File: src/rtl/serial_adder_if.sv
// Handshake and operand/result bundle for serial_adder.
// master drives the request side; slave (the adder) drives status and result.
interface serial_adder_if #(
  parameter int unsigned WIDTH = 8
);
  logic             start;
  logic [WIDTH-1:0] a;
  logic [WIDTH-1:0] b;
  logic             cin;
  logic             busy;
  logic             done;
  logic [WIDTH-1:0] sum;
  logic             carry;

  modport master (
    output start, a, b, cin,
    input  busy, done, sum, carry
  );

  modport slave (
    input  start, a, b, cin,
    output busy, done, sum, carry
  );
endinterface

File: src/rtl/serial_adder.sv
// Bit-serial adder: one full-adder cell, registered carry, LSB-first operand shifting.
// Result and carry-out are registered and held until the next addition completes.
module serial_adder #(
  parameter int unsigned WIDTH = 8
) (
  input logic          clk,
  input logic          rst,
  serial_adder_if.slave bus
);
  localparam int unsigned CntW = $clog2(WIDTH);

  typedef enum logic [1:0] {StIdle, StShift, StDone} state_e;

  state_e           state_q, state_d;
  logic [WIDTH-1:0] a_sr_q, a_sr_d;
  logic [WIDTH-1:0] b_sr_q, b_sr_d;
  // Holds only the upper WIDTH-1 partial-sum bits; the final bit joins on completion.
  logic [WIDTH-2:0] s_sr_q, s_sr_d;
  logic [CntW-1:0]  cnt_q, cnt_d;
  logic             c_q, c_d;
  logic [WIDTH-1:0] sum_q, sum_d;
  logic             carry_q, carry_d;

  logic             s_bit;
  logic             c_bit;
  logic [WIDTH-1:0] s_next;
  logic             last_bit;

  assign s_bit    = a_sr_q[0] ^ b_sr_q[0] ^ c_q;
  assign c_bit    = (a_sr_q[0] & b_sr_q[0]) | (a_sr_q[0] & c_q) | (b_sr_q[0] & c_q);
  assign s_next   = {s_bit, s_sr_q};
  assign last_bit = (cnt_q == CntW'(WIDTH - 1));

  always_comb begin
    state_d = state_q;
    a_sr_d  = a_sr_q;
    b_sr_d  = b_sr_q;
    s_sr_d  = s_sr_q;
    cnt_d   = cnt_q;
    c_d     = c_q;
    sum_d   = sum_q;
    carry_d = carry_q;
    case (state_q)
      StIdle: begin
        if (bus.start) begin
          a_sr_d  = bus.a;
          b_sr_d  = bus.b;
          c_d     = bus.cin;
          cnt_d   = '0;
          state_d = StShift;
        end
      end
      StShift: begin
        a_sr_d = {1'b0, a_sr_q[WIDTH-1:1]};
        b_sr_d = {1'b0, b_sr_q[WIDTH-1:1]};
        s_sr_d = s_next[WIDTH-1:1];
        c_d    = c_bit;
        cnt_d  = cnt_q + CntW'(1);
        if (last_bit) begin
          sum_d   = s_next;
          carry_d = c_bit;
          state_d = StDone;
        end
      end
      StDone: begin
        // The edge leaving DONE is also an accept slot, giving a WIDTH+1 issue interval.
        state_d = StIdle;
        if (bus.start) begin
          a_sr_d  = bus.a;
          b_sr_d  = bus.b;
          c_d     = bus.cin;
          cnt_d   = '0;
          state_d = StShift;
        end
      end
      default: state_d = StIdle;
    endcase
  end

  always_ff @(posedge clk or posedge rst) begin
    if (rst) begin
      state_q <= StIdle;
      a_sr_q  <= '0;
      b_sr_q  <= '0;
      s_sr_q  <= '0;
      cnt_q   <= '0;
      c_q     <= 1'b0;
      sum_q   <= '0;
      carry_q <= 1'b0;
    end else begin
      state_q <= state_d;
      a_sr_q  <= a_sr_d;
      b_sr_q  <= b_sr_d;
      s_sr_q  <= s_sr_d;
      cnt_q   <= cnt_d;
      c_q     <= c_d;
      sum_q   <= sum_d;
      carry_q <= carry_d;
    end
  end

  assign bus.busy  = (state_q == StShift);
  assign bus.done  = (state_q == StDone);
  assign bus.sum   = sum_q;
  assign bus.carry = carry_q;
endmodule

File: src/flat_wrapper.sv
// flat-port wrapper written by rule: the top's interface ports become plain ports
module serial_adder_flat 
#(
  parameter int unsigned WIDTH = 8
)
  (clk, rst, bus_start, bus_a, bus_b, bus_cin, bus_busy, bus_done, bus_sum, bus_carry);
  serial_adder_if #(.WIDTH(WIDTH)) bus_i ();
  input logic clk;
  input logic rst;
  input wire logic [$bits(bus_i.start)-1:0] bus_start;
  input wire logic [$bits(bus_i.a)-1:0] bus_a;
  input wire logic [$bits(bus_i.b)-1:0] bus_b;
  input wire logic [$bits(bus_i.cin)-1:0] bus_cin;
  output wire logic [$bits(bus_i.busy)-1:0] bus_busy;
  output wire logic [$bits(bus_i.done)-1:0] bus_done;
  output wire logic [$bits(bus_i.sum)-1:0] bus_sum;
  output wire logic [$bits(bus_i.carry)-1:0] bus_carry;
  assign bus_i.start = bus_start;
  assign bus_i.a = bus_a;
  assign bus_i.b = bus_b;
  assign bus_i.cin = bus_cin;
  assign bus_busy = bus_i.busy;
  assign bus_done = bus_i.done;
  assign bus_sum = bus_i.sum;
  assign bus_carry = bus_i.carry;
  serial_adder #(.WIDTH(WIDTH)) u_core (.clk(clk), .rst(rst), .bus(bus_i));
endmodule
File: config.mk
export PLATFORM = sky130hd
export DESIGN_NAME = serial_adder_flat
export DESIGN_NICKNAME = d
export VERILOG_FILES = /design/src/rtl/serial_adder_if.sv /design/src/rtl/serial_adder.sv /design/src/flat_wrapper.sv
export SDC_FILE = /design/constraint.sdc
export NUM_CORES = 1
export LEC_CHECK = 0
export CAP_MARGIN = 0
export CORE_ASPECT_RATIO = 2
export CORE_UTILIZATION = 51
export CTS_CLUSTER_DIAMETER = 150
export DETAILED_ROUTE_END_ITERATION = 12
export PLACE_DENSITY = 0.78
export SLEW_MARGIN = 20
export SYNTH_ARGS = -nofsm -noshare
export SYNTH_HDL_FRONTEND = slang
export SYNTH_SLANG_ARGS = --single-unit
File: constraint.sdc
create_clock -name clk -period 1.86 [get_ports clk]
set_clock_uncertainty 0.1 [all_clocks]
set_input_delay 0.279 -clock clk [delete_from_list [all_inputs] [get_ports clk]]
set_output_delay 0.279 -clock clk [all_outputs]
set_load 0.05 [all_outputs]
==> results of run 1 <==
==> cell families (layout without fill, tap and decap cells) <==
kind of cell,Yosys count,count (layout)
flops,38,38
fa+ha+maj,3,3
simple gates,56,56
compound gates,24,24
mux,13,13
buf+inv,12,47
==> final timing paths <==
path                                         from                 to  slack (ps)
worst max-delay path            u_core.bus.sum[4]         bus_sum[4]          50
worst min-delay path                          rst  u_core.bus.sum[1]         300
worst max register to register    u_core.cnt_q[0]    u_core.cnt_q[2]         290
worst min register to register   u_core.s_sr_q[0]   u_core.s_sr_q[0]         390
max in group asynchronous                     rst  u_core.state_q[1]        1020
min in group clk                 u_core.s_sr_q[0]   u_core.s_sr_q[0]         390
==> cell type report <==
| type | instances | area share |
|---|---|---|
| clock buffers | 5 | 0.0325 |
| inverters | 3 | 0.00650 |
| flip-flops and latches | 38 | 0.449 |
| multi-input cells | 96 | 0.309 |
| repair buffers | 36 | 0.165 |
| well taps | 31 | 0.0183 |
| clock inverters | 3 | 0.0189 |
==> power breakdown <==
part | switching (mW) | leakage (nW) | internal (mW)
Clock | 0.281 | 0.0579 | 0.395
Combinational | 1.03 | 0.470 | 0.795
Sequential | 0.291 | 0.465 | 1.22
Total | 1.60 | 0.993 | 2.41
==> worst register-to-register path, stage by stage (launching register included) <==
cell	delay [ps]
dfrtp_1	410
ha_1	210
ha_1	260
mux2_2	250
a22o_1	220
==> sequential cells by signal, indices dropped and copies added (netlist names) <==
signal / flops
u_core.bus.sum: 8
u_core.cnt_q: 3
u_core.a_sr_q: 8
u_core.c_q: 1
u_core.b_sr_q: 8
u_core.s_sr_q: 7
u_core.bus.carry: 1
u_core.state_q: 2
==> through the flow <==
stage	setup WS, ps	cells	hold WS, ps	instance area, µm²	total power, mW
2_1_floorplan	207	146	319	1670	2.84
3_3_place_gp	256	204	363	2010	3.28
3_5_place_dp	194	204	385	2010	3.37
4_1_cts	37.4	212	322	2120	4.06
5_1_grt	9.38	212	375	2120	4.28
6_report	48.7	212	300	2120	4.01
==> layout by cell type (no fill, tap or decap), drive strengths merged <==
cell,count
ha,2
o21ai,2
nor2,14
nand2b,2
a21oi,3
a22o,4
a211oi,3
fa,1
bufinv,1
mux2i,3
nand3,1
clkbuf,5
nand2,22
mux2,10
clkdlybuf4s50,22
dfrtp,38
buf,14
nor3,12
o22ai,12
inv,3
clkinv,2
nor2b,5
==> per-layer routing <==
metal | track usage | up-vias | share of wire
met5 | 0 | - | 0
met4 | 0.0710 | 0 | 0.018
met3 | 0.0391 | 7 | 0.025
met2 | 0.357 | 28 | 0.56
met1 | 0.229 | 575 | 0.40
li1 | - | 568 | -
==> flow_summary_export.csv, run 1 <==
group,metric,value,unit
timing,final_max_slew_viol_count,0,
routing,drtAntennaViolNets,0,
timing,max_slew_margin,0.669,
grt,antenna_found_initial,0,
cts,hold_buffers,0,
timing,tns,0,ps
outcome,status,"finished, final reports clean",
timing,tightest_slew,496,ps
setup_path,cp.arrival,1430,ps
setup_path,startpoint_type,"register",
power,ir_drop,1.24,mV
setup_path,crit_slowest_cell,"clkdlybuf4s50_1",
routing,drt-initial-drc-count,24,
logic_synthesis,synth_cell_types,25,
floorplanning,fp.dieArea,3530,µm²
logic_synthesis,synth_top_area_share,0.568,
logic_synthesis,synth-seq-cells,38,
power,power_leakage,0.993,nW
place,gp_congestion,0.697,
floorplanning,core_area,3160,µm²
floorplanning,rows,29,
logic_synthesis,synthFlopType,"dfrtp_1",
setup_path,crit_buf_inv,1,
finish,fin_util,0.671,
finish,area.sequential,951,µm²
routing,drc,0,
cts,clkSinkCount,38,
power,powerDensity,1900,nW/µm²
logic_synthesis,synth_area,1670,µm²
timing,final.min_clock_period,1810,ps
finish,fillCellCount,255,
logic_synthesis,synth_fp_nets,169,
setup_path,cp_cell_sequence,"clkdlybuf4s50_1",
floorplanning,die_x,42.5,µm
grt,grt_pass1_vias,1258,
floorplanning,initial_utilization,0.530,
floorplanning,io_pins,31,
cts,cts_made_buffers,5,
logic_synthesis,ys_seq_area_frac,0.568,
cts,cts_tree,"done",
logic_synthesis,synth_top_family_by_area,"simple AND/OR/NAND/NOR gates",
cts,postCtsSetupRepairBufs,0,
timing,finalHoldViolations,0,
routing,via_per_inst,5.56,
logic_synthesis,yosysTopAreaCell,"dfrtp_1",
timing,rsz0062_at_grt,"false",
routing,drtPass1Iterations,4,
logic_synthesis,synth_edf_count,0,
grt,grt_pass1_wl,5.47,mm
logic_synthesis,synth_fa_ha_area_frac,0.0269,
logic_synthesis,synthTopCellsByCount,"dfrtp_1 (38), nand2_1 (21), nor2_1 (14)",
logic_synthesis,synth-simple-area-share,0.165,
grt,grt_max_degree,39,
cts,root_buffer,"clkbuf_8",
logic_synthesis,yosysWarningCount,0,
timing,fmax,552,MHz
place,port-buffer-count,30,
logic_synthesis,synth_mux_area_frac,0.105,
setup_path,cpPeakStageDelay,800,ps
cts,clk_latency,290,ps
logic_synthesis,synth_area_leaders,"dfrtp_1 (57%), mux2_4 (8.1%), nand2_1 (4.7%)",
finish,diodes,0,
setup_path,cp_top_family,"buffers and inverters",
logic_synthesis,synth_cells,146,
setup_path,crit_required,1480,ps
timing,setup_viol,0,
cts,cts-resized-gates,0,
logic_synthesis,synth-xor-area-share,0,
routing,wire_per_inst,14.4,µm
run,cap_violations,0,
finish,areaGrowthSynthToFinish,26.6,%
cts,clockBufferDepth,2,
finish,multiInputGateArea,654,µm²
routing,vias,1178,
logic_synthesis,synth_area_per_cell,11.5,µm²
setup_path,path_depth,1,
floorplanning,die_height,83.0,µm
logic_synthesis,async_flop_share,1.00,
setup_path,cp_max_fo,2,
setup_path,worstSetupEndpointType,"output port",
finish,finalNetCount,203,
setup_path,critical_path_class,"reg -> out",
place,post-dp-hpwl,2.23,mm
routing,finalWirelength,3.05,mm
setup_path,r2r_cells,4,
logic_synthesis,synth_compound_area_frac,0.0942,
finish,drive_gt1_frac,0.199,
logic_synthesis,synth.most_common_cell,"dfrtp_1",
worst_hold_path,hold_class,"in -> async",
grt,grt.overflow.total,0,
cts,clk_pin_slew,80,ps
timing,post-route-period-util,0.974,
grt,grt_use_total,0.200,
cts,cts_max_level,2,
(Power assumes the default switching activity.)
==> inputs of run 2 (changes only) <==
--- a/config.mk
+++ b/config.mk
@@ -7,10 +7,12 @@
 export LEC_CHECK = 0
 export CAP_MARGIN = 0
 export CORE_ASPECT_RATIO = 2
-export CORE_UTILIZATION = 51
+export CORE_UTILIZATION = 53
+export CTS_BUF_LIST = sky130_fd_sc_hd__clkbuf_8
 export CTS_CLUSTER_DIAMETER = 150
 export DETAILED_ROUTE_END_ITERATION = 12
-export PLACE_DENSITY = 0.78
+export PLACE_DENSITY = 0.81
+export SETUP_SLACK_MARGIN = 0.15
 export SLEW_MARGIN = 20
 export SYNTH_ARGS = -nofsm -noshare
 export SYNTH_HDL_FRONTEND = slang
==> flow_summary_export.csv, run 2 (synthesis results as in run 1) <==
group,metric,value,unit
floorplanning,die_x,41.7,µm
routing,drt-initial-drc-count,33,
timing,tightest_slew,509,ps
setup_path,cpPeakStageDelay,470,ps
place,gp_congestion,0.745,
setup_path,critical_path_class,"reg -> out",
floorplanning,io_pins,31,
finish,areaGrowthSynthToFinish,27.7,%
setup_path,crit_buf_inv,2,
finish,fillCellCount,220,
routing,drc,0,
setup_path,crit_slowest_cell,"dfrtp_2",
setup_path,worstSetupEndpointType,"output port",
finish,layout_common_cells,"dfrtp_1 (36), nand2_1 (21), clkdlybuf4s50_1 (19)",
cts,clkSinkCount,38,
cts,clockBufferDepth,2,
setup_path,startpoint_type,"register",
power,powerDensity,1950,nW/µm²
timing,post-route-period-util,0.885,
place,post-dp-hpwl,2.23,mm
floorplanning,fp.dieArea,3400,µm²
run,cap_violations,0,
grt,grt_pass1_wl,5.78,mm
timing,setup_viol,0,
routing,finalWirelength,3.24,mm
timing,tns,0,ps
timing,final_max_slew_viol_count,0,
routing,drtAntennaViolNets,0,
finish,diodes,0,
setup_path,cp.arrival,1270,ps
finish,drive_gt1_frac,0.200,
routing,vias,1209,
setup_path,cp_cell_sequence,"nand2b_4 -> inv_4 -> buf_12",
grt,grt_use_total,0.229,
cts,postCtsSetupRepairBufs,0,
routing,wire_per_inst,15.4,µm
finish,multiInputGateArea,654,µm²
finish,final_common_cell,"dfrtp_1",
timing,fmax,608,MHz
worst_hold_path,hold_class,"in -> async",
cts,root_buffer,"clkbuf_8",
cts,cts_max_level,2,
routing,via_per_inst,5.76,
timing,rsz0062_at_grt,"false",
setup_path,ff2ff_setup_slack,240,ps
setup_path,crit_required,1480,ps
power,p_total,4.17,mW
floorplanning,initial_utilization,0.562,
floorplanning,core_area,2980,µm²
power,ir_drop,1.15,mV
floorplanning,die_height,81.5,µm
grt,grt.overflow.total,0,
cts,cts_tree,"done",
grt,grt_max_degree,39,
finish,area.sequential,953,µm²
routing,drtPass1Iterations,4,
timing,max_slew_margin,0.661,
timing,final.min_clock_period,1650,ps
finish,finalNetCount,202,
cts,cts_made_buffers,5,
outcome,status,"finished, final reports clean",
setup_path,cp_top_family,"flip-flops",
power,power_leakage,1.01,nW
setup_path,cp_max_fo,12,
cts,clk_pin_slew,70,ps
cts,clk_latency,290,ps
place,port-buffer-count,30,
floorplanning,rows,28,
grt,grt_pass1_vias,1282,
grt,antenna_found_initial,0,
timing,hold_slack,293,ps
timing,finalHoldViolations,0,
run 2: worst register-to-register path, cell delays in order (launching register included):
cell and delay (ps):
dfrtp_1 400, ha_1 220, ha_1 270, mux2_2 270
a22o_1 240
run 2: cell type report:
class                   count  share of cell area
flip-flops and latches     38               0.446
clock buffers               5              0.0322
clock inverters             3              0.0322
inverters                   3             0.00644
well taps                  30              0.0176
multi-input cells          96               0.306
repair buffers             35               0.159
run 2: path summary, 6_finish.rpt:
path | start | end | cells after the start
worst max-delay path | u_core.state_q[1] | bus_busy | 3
worst min-delay path | rst | u_core.a_sr_q[6] | 3
worst max register to register | u_core.cnt_q[0] | u_core.cnt_q[2] | 4
worst min register to register | u_core.s_sr_q[2] | u_core.s_sr_q[1] | 2
max in group asynchronous | rst | u_core.state_q[1] | 3
min in group clk | u_core.s_sr_q[2] | u_core.s_sr_q[1] | 2
run 2: layer usage:
layer,GRT usage,part of all wire
met1,0.239,0.38
met2,0.411,0.55
met3,0.0484,0.035
met4,0.142,0.034
met5,0,0
run 2: repair_timing:
item,in CTS,in global routing
setup endpoints to repair,5,1
hold buffers,0,0
gates resized for setup,5,1
run 2: report_power, final:
group	internal (mW)	switching [mW]	leakage, nW	total (mW)
clock network	0.537	0.299	0.0683	0.836
logic	0.766	1.05	0.475	1.81
registers	1.23	0.293	0.463	1.52
total	2.53	1.64	1.01	4.17
run 2: metrics by stage:
stage / instance area, µm² / setup WS [ps] / util / std cells
after floorplan: 1670 / 207 / - / 146
after global placement: 2000 / 202 / 0.672 / 202
after detailed placement: 2000 / 169 / 0.672 / 202
after CTS: 2140 / 176 / 0.717 / 210
after global routing: 2140 / 157 / 0.718 / 210
final: 2140 / 215 / 0.718 / 210
==> edit 1 (settings of run 1) <==
The 3 states of `state_e` get a one-hot encoding in 3 bits.
--- a/src/rtl/serial_adder.sv
+++ b/src/rtl/serial_adder.sv
@@ -9,7 +9,7 @@
 );
   localparam int unsigned CntW = $clog2(WIDTH);
 
-  typedef enum logic [1:0] {StIdle, StShift, StDone} state_e;
+  typedef enum logic [2:0] {StIdle = 3'b001, StShift = 3'b010, StDone = 3'b100} state_e;
 
   state_e           state_q, state_d;
   logic [WIDTH-1:0] a_sr_q, a_sr_d;
Formal check against the unedited RTL: no difference found for any inputs over 10 cycles, from zero or initial values and one cycle with rst high; not proved beyond that.
==> edit 1 against run 1 <==
- cell area up 26%
- wire length up 48%
- sequential share of layout area down 8.3 points
- setup slack better by 0.0090 ns
- power up 7.0%
- sequential cell count up 1
- synthesized area up 22%
- worst hold slack worse by 0.14 ns
- critical path type is now flip-flop to flip-flop
- critical endpoint is now u_core.b_sr_q[3]$_DFFE_PP0P_
==> edit 1: results (changes against run 1) <==
Route
  • Routed length per placed instance: 17.0 microns (+18%)
  • First DRT Iteration DRCs: 59 (+150%)

Pwr
  • Static Leak: 1.20 nW (+21%)
  • Worst supply voltage drop on vdd: 0.00106 V (-14%)

Timing
  • Slack of the critical path: 0.0577 ns (+0.00900 ns)
  • Worst slew slack as a fraction of its limit: 0.663 (-0.00653)
  • Worst hold slack: 0.157 ns (-0.143 ns)

Setup path
  • Slowest Stage Delay on Critical Path: 0.62 ns (-0.18 ns)
  • Worst EP arrival: 1.92 ns (+0.49 ns)
  • Kind of cell adding the most delay to the critical path: flip-flops
  • Critical register-to-register path startpoint: u_core.state_q[0]$_DFFE_PP1P_
  • Library cell contributing the largest single delay on the critical path: dfstp_2
  • Number of cells on the worst reg-to-reg path: 5 (+1)
  • CP endpoint: u_core.b_sr_q[3]$_DFFE_PP0P_
  • Worst-path fanout max: 15 (+13)

Finish
  • Post-layout net count: 237 (+17%)
  • Final Instance Count excl. Fillers: 266 (+25%)
  • Fraction of layout cells with a size suffix above 1: 0.344 (+0.145)
  • Filler cell count in the final layout: 287 (+13%)

Run status
  • Result of the run: finished, final reports clean

Place
  • Area after detailed placement: 0.00252 sq mm (+25%)
  • Placed instance count: 256 (+25%)
  • Post-placement worst setup slack: -0.00481 ns (-0.198 ns)
  • Dpl hpwl: 3210 microns (+44%)

Yosys
  • Top cells by instance count after synthesis: dfrtp_1 (38), o21ai_0 (19), mux2_2 (17)
  • Post-synthesis average cell area: 12.1 sq um (+5.3%)
  • Distinct cell type count after synthesis: 34 (+36%)
  • Share of the yosys chip area belonging to registers: 0.479 (-0.0890)
  • Number of nets in the synthesized netlist: 192 (+14%)

Global route
  • Vias in the first global route: 1626 (+29%)
  • All-layer global routing usage: 0.243 (+0.0433)
  • Pin count of the biggest net entering global routing: 25 (-36%)
  • First-pass GRT wire length: 7560 microns (+38%)

Clock tree
  • Maximum number of buffers from clock root to sink: 2 (unchanged)
[edit 1: what timing repair did]
item                       4_1_cts  5_1_grt
setup buffers                    0        2
resized for setup                1        6
hold endpoints to repair         0        0
setup endpoints to repair       10       15
hold buffers                     0        0
[edit 1: layer usage]
layer	track usage	vias to the layer above	routed length [microns]
met5	0	-	0
met4	0.117	0	111
met3	0.0517	10	195
met2	0.404	50	2620
met1	0.278	783	1590
li1	-	722	-
[edit 1: final cells by class]
cell class / count / area, sq um / share of cell area
repair buffers: 56 / 543 / 0.204
inverters: 3 / 11.3 / 0.00422
well taps: 51 / 63.8 / 0.0239
flip-flops and latches: 39 / 977 / 0.366
clock buffers: 5 / 68.8 / 0.0258
multi-input cells: 109 / 958 / 0.359
clock inverters: 3 / 43.8 / 0.0164
[edit 1: kinds of logic after synthesis]
logic type / synth area share
mux: 0.0939
fa+ha+maj: 0.0221
xor+xnor: 0.00860
flops: 0.479
compound gates: 0.201
simple gates: 0.133
buf+inv: 0.0626
[edit 1: power by group]
group | internal [mW] | leakage [nW] | switching (mW)
registers | 1.16 | 0.483 | 0.217
logic | 1.09 | 0.664 | 1.12
clock network | 0.399 | 0.0581 | 0.312
==> edit 2 (config.mk and constraints of run 1) <==
Made on the original files. `WIDTH` is set to 8 in 3 places; all go to 32.
--- a/src/rtl/serial_adder_if.sv
+++ b/src/rtl/serial_adder_if.sv
@@ -1,7 +1,7 @@
 // Handshake and operand/result bundle for serial_adder.
 // master drives the request side; slave (the adder) drives status and result.
 interface serial_adder_if #(
-  parameter int unsigned WIDTH = 8
+  parameter int unsigned WIDTH = 32
 );
   logic             start;
   logic [WIDTH-1:0] a;
--- a/src/rtl/serial_adder.sv
+++ b/src/rtl/serial_adder.sv
@@ -1,7 +1,7 @@
 // Bit-serial adder: one full-adder cell, registered carry, LSB-first operand shifting.
 // Result and carry-out are registered and held until the next addition completes.
 module serial_adder #(
-  parameter int unsigned WIDTH = 8
+  parameter int unsigned WIDTH = 32
 ) (
   input logic          clk,
   input logic          rst,
--- a/src/flat_wrapper.sv
+++ b/src/flat_wrapper.sv
@@ -1,7 +1,7 @@
 // flat-port wrapper written by rule: the top's interface ports become plain ports
 module serial_adder_flat 
 #(
-  parameter int unsigned WIDTH = 8
+  parameter int unsigned WIDTH = 32
 )
   (clk, rst, bus_start, bus_a, bus_b, bus_cin, bus_busy, bus_done, bus_sum, bus_carry);
   serial_adder_if #(.WIDTH(WIDTH)) bus_i ();
Interface: changed (resized bus_a, bus_b and bus_sum); port bits go from 31 to 103. The function was not compared with the original's and may differ.
==> edit 2 against run 1 <==
- power rose to 3.4 times the old value
- synthesized area increased to 3.5 times the old value
- largest cell class unchanged
- critical path type is now flip-flop to flip-flop
- wire length increased to 4.2 times the old value
- non-clock buffer count is 89 higher
- setup slack worse by 0.023 ns
- global-route usage up 2.2 points
- cell area grew to 3.7 times the old value
- fmax decreased by 1.3%
- highest routed layer unchanged
- sequential cell count rose by 98
==> edit 2: results (changes against run 1) <==
Clock tree
  • Clock transition at the registers of the reported paths: 0.06 ns (-0.02 ns)
  • CTS buffer count: 17 (+12)
  • Clock Root Buffer: clkbuf_16
  • Clock insertion delay at the later pin of the skew report: 0.40 ns (+0.11 ns)
  • Deepest level of the CTS H-tree: 4 (+2)

Setup path
  • Register-to-register setup slack: 0.03 ns (-0.26 ns)
  • Kind of cell adding the most delay to the critical path: flip-flops
  • Slowest Stage Delay on Critical Path: 0.39 ns (-0.41 ns)
  • Number of cells on the worst reg-to-reg path: 6 (+2)
  • Endpoint of the worst register-to-register path: u_core.bus.sum[11]$_DFFE_PP0P_
  • Library cell contributing the largest single delay on the critical path: dfrtp_1
  • Worst-path fanout max: 8 (+6)
  • Worst EP arrival: 2.02 ns (+0.59 ns)
  • Critical register-to-register path startpoint: u_core.cnt_q[1]$_DFFE_PP0P_

Route
  • First DRT Iteration DRCs: 228 (+850%)
  • Routed length per placed instance: 16.6 microns (+15%)
  • Vias/cell: 5.44 (-2.1%)

Place
  • Dpl hpwl: 8040 microns (+260%)
  • Gpl congestion: 0.764 (+9.6%)
  • Count of input and output buffers: 102 (+240%)

Yosys
  • Number of nets in the synthesized netlist: 586 (+250%)
  • Distinct cell type count after synthesis: 27 (+8.0%)
  • Top cells by area in the synthesized netlist: dfrtp_1 (58%), mux2i_1 (11%), nand2_1 (6.0%)
  • Share of the yosys chip area belonging to registers: 0.581 (+0.0126)
  • Post-synthesis average cell area: 11.4 sq um (-0.74%)
  • Top cells by instance count after synthesis: dfrtp_1 (136), nand2_1 (94), mux2i_1 (65)

Global route
  • All-layer global routing usage: 0.222 (+0.0222)
  • Vias in the first global route: 4274 (+240%)

Finish
  • Final Instance Count excl. Fillers: 775 (+270%)
  • Fraction of layout cells with a size suffix above 1: 0.180 (-0.0188)
  • Post-layout net count: 692 (+240%)

Pwr
  • Static Leak: 3.99 nW (+300%)
  • Worst supply voltage drop on vdd: 0.00125 V (+0.96%)

Timing
  • Worst-margin pin slew: 0.622 ns (+0.126 ns)
  • Worst hold slack: 0.256 ns (-0.0447 ns)

Run status
  • Result of the run: finished, final reports clean
[edit 2: cell count changes in the layout (fill, tap and decap cells not counted), sizes merged, moves of 13 or more]
cell / delta
dfrtp: +98
nand2: +73
nand3: +63
o21ai: +63
mux2i: +62
clkdlybuf4s50: +45
buf: +31
mux2: +23
clkbuf: +16
nor2: -13
[edit 2: worst max path at each step]
stage | end | cells past startpoint
3_3_place_gp | u_core.bus.sum[30]$_DFFE_PP0P_ | 6
5_1_grt | u_core.bus.sum[11]$_DFFE_PP0P_ | 6
3_5_place_dp | u_core.bus.sum[30]$_DFFE_PP0P_ | 6
6_report | u_core.bus.sum[11]$_DFFE_PP0P_ | 6
4_1_cts | bus_busy | 4
2_1_floorplan | u_core.a_sr_q[0]$_DFFE_PP0P_ | 1
[edit 2: layout make-up]
type                    count  area, sq um
clock buffers              18          439
well taps                 142          178
flip-flops and latches    136         3410
clock inverters            13          178
multi-input cells         338         2270
inverters                   3         22.5
fillers                   817         3450
repair buffers            125         1270
[edit 2: what timing repair did]
| action | in CTS | in global routing |
|---|---|---|
| pin swaps | 0 | 2 |
| resized for setup | 13 | 5 |
| gates cloned | 0 | 3 |
| endpoints found under the setup margin | 14 | 29 |
| buffers inserted | 0 | 4 |
[edit 2: power by group]
| part | switching [mW] | internal (mW) |
|---|---|---|
| clock network | 1.23 | 2.26 |
| registers | 0.805 | 4.23 |
| logic | 2.88 | 2.05 |
| total | 4.91 | 8.54 |
[edit 2: logic make-up (layout without fill, tap and decap cells)]
kind of cell    after synthesis  in the layout  synth area share
simple gates                167            167             0.126
mux                          98             98             0.187
buf+inv                      41            159            0.0355
fa+ha+maj                     3              3           0.00769
compound gates               70             70            0.0628
flops                       136            136             0.581
[edit 2: tightest hold or removal path: stages]
cell and delay, ns:
clkdlybuf4s50_1 0.44, clkinvlp_4 0.13, buf_12 0.29
[edit 2: stage by stage]
step,cell area (sq um),worst slack (ns)
after floorplan,5860,-0.212
after global placement,7030,0.0530
after detailed placement,7030,-0.00721
after CTS,7650,-0.00881
after global routing,7770,-0.0216
final,7770,0.0255
[edit 2: routing by layer]
metal	up-vias	GRT usage	part of all wire
met5	-	0	0
met4	0	0.0970	0.025
met3	23	0.0540	0.040
met2	113	0.373	0.55
met1	2098	0.268	0.38
li1	1984	-	-
